$ cat src/rtl/psg_pkg.sv
// Shared constants, helpers and FSM encoding for the PSG stereo mixer.
package psg_pkg;

  localparam int CHANNEL_OUTPUT_BITS = 8;
  localparam int MASTER_OUTPUT_BITS  = 7;

  // Accumulator wide enough to hold the sum of all channels at full volume.
  function automatic int acc_bits(input int n_ch, input int ch_bits);
    return ch_bits + $clog2(n_ch);
  endfunction

  typedef enum logic {
    SCAN = 1'b0,
    DONE = 1'b1
  } mix_state_t;

endpackage

$ cat src/rtl/psg_saturate.sv
// Clamps a channel-sum accumulator to the master sample width.
module psg_saturate #(
  parameter int ACC_BITS            = 10,
  parameter int CHANNEL_OUTPUT_BITS = 8,
  parameter int MASTER_OUTPUT_BITS  = 7
) (
  input  logic [ACC_BITS-1:0]           acc,
  output logic [MASTER_OUTPUT_BITS-1:0] sample
);

  localparam int HEAD_BITS = ACC_BITS - CHANNEL_OUTPUT_BITS;

  // Bits below the master window are truncated on purpose.
  logic unused_acc_bits;
  assign unused_acc_bits = &{1'b0, acc};

  assign sample = (acc[ACC_BITS-1 -: HEAD_BITS] == '0)
                ? acc[CHANNEL_OUTPUT_BITS-1 -: MASTER_OUTPUT_BITS]
                : '1;

endmodule

$ cat src/rtl/psg_stereo_mixer.sv
// Time-multiplexed stereo mixer: one channel per clock into saturating
// left/right accumulators, with a per-channel pan register.
module psg_stereo_mixer #(
  parameter int NUM_CHANNELS        = 4,
  parameter int CHANNEL_OUTPUT_BITS = psg_pkg::CHANNEL_OUTPUT_BITS,
  parameter int MASTER_OUTPUT_BITS  = psg_pkg::MASTER_OUTPUT_BITS
) (
  input  logic                                        clk,
  input  logic                                        reset,
  input  logic [NUM_CHANNELS*CHANNEL_OUTPUT_BITS-1:0] volumes,
  input  logic                                        pan_wr,
  input  logic [2*NUM_CHANNELS-1:0]                   pan_data,
  output logic [MASTER_OUTPUT_BITS-1:0]               out_left,
  output logic [MASTER_OUTPUT_BITS-1:0]               out_right,
  output logic                                        sample_valid
);

  import psg_pkg::*;

  localparam int ACC_BITS = acc_bits(NUM_CHANNELS, CHANNEL_OUTPUT_BITS);
  localparam int IDX_BITS = $clog2(NUM_CHANNELS);
  localparam logic [IDX_BITS-1:0] LAST_IDX = IDX_BITS'(NUM_CHANNELS - 1);

  mix_state_t                    state, state_next;
  logic [IDX_BITS-1:0]           idx, idx_next;
  logic [ACC_BITS-1:0]           acc_l, acc_l_next;
  logic [ACC_BITS-1:0]           acc_r, acc_r_next;
  logic [2*NUM_CHANNELS-1:0]     pan_reg;
  logic [2*NUM_CHANNELS-1:0]     pan_active, pan_active_next;
  logic                          load_sample;
  logic [MASTER_OUTPUT_BITS-1:0] sat_l, sat_r;

  logic [CHANNEL_OUTPUT_BITS-1:0] vol_arr [NUM_CHANNELS];
  logic [NUM_CHANNELS-1:0]        pan_right_en, pan_left_en;
  logic [ACC_BITS-1:0]            vol_ext;

  for (genvar i = 0; i < NUM_CHANNELS; i++) begin : g_unpack
    assign vol_arr[i] = volumes[i*CHANNEL_OUTPUT_BITS +: CHANNEL_OUTPUT_BITS];
  end

  assign pan_right_en = pan_active[NUM_CHANNELS-1:0];
  assign pan_left_en  = pan_active[2*NUM_CHANNELS-1:NUM_CHANNELS];
  assign vol_ext      = {{(ACC_BITS-CHANNEL_OUTPUT_BITS){1'b0}}, vol_arr[idx]};

  // NOTE: every always_comb output gets a default first so no path leaves it
  // unassigned; otherwise synthesis infers a latch to hold the old value.
  always_comb begin
    state_next      = state;
    idx_next        = idx;
    acc_l_next      = acc_l;
    acc_r_next      = acc_r;
    pan_active_next = pan_active;
    load_sample     = 1'b0;
    case (state)
      SCAN: begin
        if (pan_left_en[idx])  acc_l_next = acc_l + vol_ext;
        if (pan_right_en[idx]) acc_r_next = acc_r + vol_ext;
        idx_next = idx + IDX_BITS'(1);
        if (idx == LAST_IDX) state_next = DONE;
      end
      DONE: begin
        load_sample = 1'b1;
        acc_l_next  = '0;
        acc_r_next  = '0;
        idx_next    = '0;
        // Pan only changes between scans; a write landing now goes straight through.
        pan_active_next = pan_wr ? pan_data : pan_reg;
        state_next      = SCAN;
      end
      default: state_next = SCAN;
    endcase
  end

  // NOTE: sequential state uses non-blocking assignments so every register
  // samples pre-edge values, independent of statement order.
  always_ff @(posedge clk) begin
    if (reset) begin
      state        <= SCAN;
      idx          <= '0;
      acc_l        <= '0;
      acc_r        <= '0;
      pan_reg      <= '1;
      pan_active   <= '1;
      out_left     <= '0;
      out_right    <= '0;
      sample_valid <= 1'b0;
    end else begin
      state        <= state_next;
      idx          <= idx_next;
      acc_l        <= acc_l_next;
      acc_r        <= acc_r_next;
      pan_active   <= pan_active_next;
      sample_valid <= load_sample;
      if (pan_wr) pan_reg <= pan_data;
      if (load_sample) begin
        out_left  <= sat_l;
        out_right <= sat_r;
      end
    end
  end

  psg_saturate #(
    .ACC_BITS            (ACC_BITS),
    .CHANNEL_OUTPUT_BITS (CHANNEL_OUTPUT_BITS),
    .MASTER_OUTPUT_BITS  (MASTER_OUTPUT_BITS)
  ) u_sat_left (
    .acc    (acc_l),
    .sample (sat_l)
  );

  psg_saturate #(
    .ACC_BITS            (ACC_BITS),
    .CHANNEL_OUTPUT_BITS (CHANNEL_OUTPUT_BITS),
    .MASTER_OUTPUT_BITS  (MASTER_OUTPUT_BITS)
  ) u_sat_right (
    .acc    (acc_r),
    .sample (sat_r)
  );

endmodule

$ cat config.mk
export PLATFORM = sky130hd
export DESIGN_NAME = psg_stereo_mixer
export DESIGN_NICKNAME = d
export VERILOG_FILES = /design/src/rtl/psg_pkg.sv /design/src/rtl/psg_saturate.sv /design/src/rtl/psg_stereo_mixer.sv
export SDC_FILE = /design/constraint.sdc
export NUM_CORES = 1
export LEC_CHECK = 0
export ABC_AREA = 0
export BUFFER_PORTS_ARGS = -buffer_cell sky130_fd_sc_hd__buf_2
export CAP_MARGIN = 0
export CORE_MARGIN = 1.5
export CORE_UTILIZATION = 50
export CTS_CLUSTER_DIAMETER = 40
export CTS_CLUSTER_SIZE = 40
export DETAILED_ROUTE_END_ITERATION = 10
export GPL_ROUTABILITY_DRIVEN = 0
export PLACE_DENSITY = 0.74
export SLEW_MARGIN = 20
export SYNTH_ARGS = -nofsm -noshare
export SYNTH_HDL_FRONTEND = slang
export SYNTH_SLANG_ARGS = --single-unit
$ cat constraint.sdc
create_clock -name clk -period 6.4 [get_ports clk]
set_clock_uncertainty 0.15 [all_clocks]
set_input_delay 0.64 -clock clk [delete_from_list [all_inputs] [get_ports clk]]
set_output_delay 0.64 -clock clk [all_outputs]
set_load 0.02 [all_outputs]
Yosys cells after proc, flatten, opt, wreduce, memory -nomap -nowiden
Index checks and enable logic that the tools add are counted.
{"block": "op_classes", "order_cmp": 2, "mux": 18, "n_mul": 0, "div": 0, "bitwise": 2, "shifts": 0, "eq_ne": 3, "n_addsub": 3, "reduce_logical": 2}
{"operator": "10-bit one-hot mux with 2 select lines", "count": 2}
{"operator": "8-bit two-way mux", "count": 3}
{"operator": "10-bit by 8-bit adder with 10-bit output", "count": 2}
{"operator": "10-bit two-way mux", "count": 2}
{"operator": "8-bit binary-select mux with 2-bit select", "count": 1}
{"operator": "7-bit two-way mux", "count": 2}
{"operator": "1-bit binary-select mux with 2-bit select", "count": 2}
{"operator": "2-bit zero test", "count": 2}
{"operator": "1-bit two-way mux", "count": 4}
{"operator": "2-bit != test, second input constant", "count": 2}
{"operator": "2-bit one-hot mux with 2 select lines", "count": 1}
{"operator": "3-bit greater-or-equal comparator, second input constant", "count": 1}
{"operator": "2-bit by 3-bit less-than comparator with 1-bit output, second input constant", "count": 1}
{"operator": "2-bit NOT with 3-bit output", "count": 1}
{"operator": "2-bit by 1-bit adder with 2-bit output, second input constant", "count": 1}
{"operator": "2-bit == test, second input constant", "count": 1}
{"operator": "1-bit one-hot mux with 2 select lines", "count": 1}
{"operator": "1-bit NOT", "count": 1}
{"block": "word_totals", "input_bits": 43, "latchBits": 0, "ram_bits": 0, "register_bits": 54, "n_memories": 0, "romBits": 0}

Logic depth before layout (Yosys ltp)
{"block": "depth", "word_depth": 7, "mapped_depth": 10}

Cells and area by module
A second synthesis with hierarchy kept.
{"block": "unflattened", "cells_unflattened": 304, "area_unflattened_um2": 2940.3}
{"mod": "psg_stereo_mixer", "seq_area_each_um2": 1081.0, "cells_each": 290, "area_each_um2": 2852.7, "n_inst": 1}
{"mod": "psg_saturate", "seq_area_each_um2": 0.0, "cells_each": 7, "area_each_um2": 43.8, "n_inst": 2}

Least setup slack after synthesis
No wires, ideal clock.
{"block": "synth_timing", "path_kind": "input port to flip-flop", "from": "input volumes[8]", "to": "register acc_r[6]", "arrival_ns": 2.418, "setup_time_ns": 0.086, "cell_stages": 9, "slack_ns": 3.747, "cell_sequence": "mux4_1 > ha_1 > inv_1 > fa_1 > nor2b_1 > o31ai_1 > a21oi_1 > xnor2_1 > a211oi_1"}
{"block": "synth_between", "elab_chain_cells": 6}
{"element": "from (decl)", "line_no": "psg_stereo_mixer.sv:10", "source": "input logic [NUM_CHANNELS*CHANNEL_OUTPUT_BITS-1:0] volumes,"}
{"element": "8-bit binary-select mux with 2-bit select", "line_no": "psg_stereo_mixer.sv:43", "source": "assign vol_ext = {{(ACC_BITS-CHANNEL_OUTPUT_BITS){1'b0}}, vol_arr[idx]};"}
{"element": "8-bit two-way mux (implied by the code) (2 in series)", "line_no": "psg_stereo_mixer.sv:43"}
{"element": "10-bit by 8-bit adder with 10-bit output", "line_no": "psg_stereo_mixer.sv:57", "source": "if (pan_right_en[idx]) acc_r_next = acc_r + vol_ext;"}
{"element": "10-bit two-way mux", "line_no": "psg_stereo_mixer.sv:57"}
{"element": "10-bit one-hot mux with 2 select lines", "line_no": "psg_stereo_mixer.sv:54", "source": "case (state)"}
{"element": "to (signal assigned)", "line_no": "psg_stereo_mixer.sv:91", "source": "acc_r <= acc_r_next;"}
{"element": "to (decl)", "line_no": "psg_stereo_mixer.sv:27", "source": "logic [ACC_BITS-1:0] acc_r, acc_r_next;"}
No other way between the ends. The select of a mux whose other input is x is not followed.
A chain may end at the register's enable or synchronous reset.

Final worst setup path
{"block": "layout_timing", "from": "register idx[0]", "to": "register acc_r[7]"}
{"block": "layout_between", "elab_chain_cells": 7}
{"element": "from (decl)", "line_no": "psg_stereo_mixer.sv:25", "source": "logic [IDX_BITS-1:0] idx, idx_next;"}
{"element": "from (signal assigned)", "line_no": "psg_stereo_mixer.sv:89", "source": "idx <= idx_next;"}
{"element": "2-bit NOT with 3-bit output (implied by the code)", "line_no": "psg_stereo_mixer.sv:43"}
{"element": "8-bit binary-select mux with 2-bit select", "line_no": "psg_stereo_mixer.sv:43"}
{"element": "8-bit two-way mux (implied by the code) (2 in series)", "line_no": "psg_stereo_mixer.sv:43"}
{"element": "10-bit by 8-bit adder with 10-bit output", "line_no": "psg_stereo_mixer.sv:57"}
{"element": "10-bit two-way mux", "line_no": "psg_stereo_mixer.sv:57"}
{"element": "10-bit one-hot mux with 2 select lines", "line_no": "psg_stereo_mixer.sv:54"}
Several ways; a longest one is shown, not always the timed one. The select of a mux whose other input is x is not followed.

==> run metrics <==
Core ar.=around 5600 um2; worst-skew pair later-pin latency=approximately 310 ps; cell count of the worst hold path=2; Slew HR=48.9%; max-cap viol count=0; WL per Instance=13.9 um; register area share after synthesis=between 30% and 40%; commonest register cell after synthesis=dfxtp_1; yosys warns=0; fmax=between 300 and 400 MHz; Worst Setup End Kind=flop; DIE HEIGHT=about 79 um; Rows=27; Distinct cells, synth=between 40 and 50; CTS tree=yes; reg2reg setup slack=about 3200 ps; setup tns final=0 ps; Synth Cell Area=around 2900 um2; Initial Utilization=about 52%; FF-to-FF path depth=7; Layout area overhead=13.6%; initial antenna violation count=0; Min-Delay Startpoint=pan_reg[5]; post-DR vias/cell=5.54; P_leak=around 1.5 nW; total global routing overflow=0; post_cts resized=0; clk slew on worst S/H paths=around 100 ps; Root Buffer=clkbuf_8; VDD IR-drop max=between 0.15 and 0.2 mV; worst path arrival time=between 3000 and 4000 ps; Cell Pwr Density=357 nW/um2; Post-synth EDFFs=0; FFs w/ async S/R, synth=0%; fin worst setup slack=between 3000 and 4000 ps; Synth area leaders=dfxtp_1, mux4_1, nor2_1, ha_1, mux2i_1; Tmin final=between 3000 and 4000 ps; drt pass-1 iters=4; Synth top cells by count=nor2_1, dfxtp_1, a211oi_1, a21oi_1, ha_1; H-tree Lvls=2; Multi-input gate area=between 1500 and 2000 um2; Synth Net Count=roughly 370; Worst Hold Class=reg2reg; Post-Synthesis Cells=311; Hold Fails Final Rpt=0; outcome=completed; crit path kind=reg2reg; layout cells sized above 1=around 22%; Synth Register Bits=54; DRT iter0 DRCs=130; area occupied by registers=approximately 1100 um2; via count=between 2,000 and 2,500; vias in the first global route=2,142; GRT Total Usage=between 20 and 25%; Sinks on Clock Net=54; buffers added on ports=57; clock tree buffer depth=2; hpwl dp=between 4 and 5 mm; top-count cell post-synth=nor2_1; biggest regs=acc_l: 10 flops, acc_r: 10 flops; post-layout util=about 60%; I/O pin count=58; CTS Buf Count=5; largest net degree at the start of global routing=49; setup repair bufs after CTS=0; Hold Buf Count CTS=0; Post-route DRC=0; Reg-to-Reg Start=idx[0]; final count of pins violating max slew=0; syn_area_per_cell=about 9.4 um2; critical path peak fanout=12; net count reported at finish=about 420; # setup viols final=0; Layout fillers=slightly above 500; Post-Route WL=5.96 mm; Final Cycle Share=49.7%; post-synth top area cell=dfxtp_1; post-synth top area share=between 30% and 40%; # diodes=0; CP startpoint kind=flop; worst-margin pin slew=~760 ps; die area=about 6300 um2; reg2reg end=acc_r[7]; Die W=79.4 um; Place WS=3240 ps; Worst Hold End=pan_reg[5]; RSZ-0062 raised after global routing=no; first-pass GRT wire length=between 9 and 10 mm; Post-DRT Antenna Nets=0; Worst EP required=6440 ps; Placed Instances=422; Final Non-Filler Cells=430
-- placed cells by master (no fill, tap or decap), types with 3 or more instances in the layout --
cell and instances:
a211oi_1 19, a21o_1 4, a21oi_1 19, buf_2 57
clkbuf_8 5, dfxtp_1 54, ha_1 17, inv_1 8
mux2i_1 15, mux4_1 9, nand2_1 11, nand2b_1 9
nor2_1 58, nor2b_1 3, o21a_1 4, o21ai_0 11
o22ai_1 3, o31ai_1 3, or2_2 11, xnor2_1 5
xor2_1 4
-- layout make-up --
cell class | instances | area share, %
Multi-Input combinational cell | 230 | 51.5
Sequential cell | 54 | 32.6
Timing Repair Buffer | 58 | 8.84
Tap cell | 72 | 2.72
Clock buffer | 5 | 2.08
Clock inverter | 3 | 1.32
Inverter | 8 | 0.906
-- per-layer routing --
layer	wire (um)	global-route usage, %	vias up
met5	0	0	-
met4	116	7.19	0
met3	332	3.31	13
met2	2710	32.1	77
met1	2800	27.6	1089
li1	-	-	1203
-- worst max-delay path, stage by stage (launching register included) --
cell and delay [ps]:
dfxtp_1 760, mux4_1 710, ha_1 320, a211oi_1 320, o21ai_0 200, o31ai_1 340, xor2_1 190, o22ai_1 80
-- metrics by stage --
| step | power, mW | hold slack, ps | instance area [um2] |
|---|---|---|---|
| after detailed placement | 0.951 | 314 | 3200 |
| after global routing | 1.27 | 356 | 3310 |
| after floorplan | 0.844 | 292 | 2920 |
| after CTS | 1.18 | 338 | 3310 |
| after global placement | 0.934 | 312 | 3200 |
| final | 1.18 | 332 | 3310 |
-- cells by family after synthesis --
| family | Yosys count | share of synthesized area (%) |
|---|---|---|
| flip-flops | 54 | 37.1 |
| AO/OA/AOI/OAI | 77 | 17.5 |
| AND/OR/NAND/NOR | 100 | 15.6 |
| buffers and inverters | 27 | 4.42 |
| XOR/XNOR | 9 | 2.70 |
| adder cells (fa/ha/maj) | 19 | 8.67 |
| multiplexers | 25 | 14.0 |
-- worst max path at each step --
stage,startpoint,endpoint,slack [ps]
floorplan,volumes[8],acc_r[6],3750
CTS,idx[0],acc_r[7],3230
global placement,idx[0],acc_r[6],3430
global route,idx[0],acc_r[6],3060
finish,idx[0],acc_r[7],3220
detailed placement,idx[0],acc_r[7],3240
-- where the power goes --
group,switching [mW],total [mW],internal [mW],leakage [nW]
Combinational,0.269,0.498,0.229,0.998
Sequential,0.0593,0.453,0.394,0.443
Clock,0.115,0.232,0.117,0.0585
(Power assumes the default switching activity.)
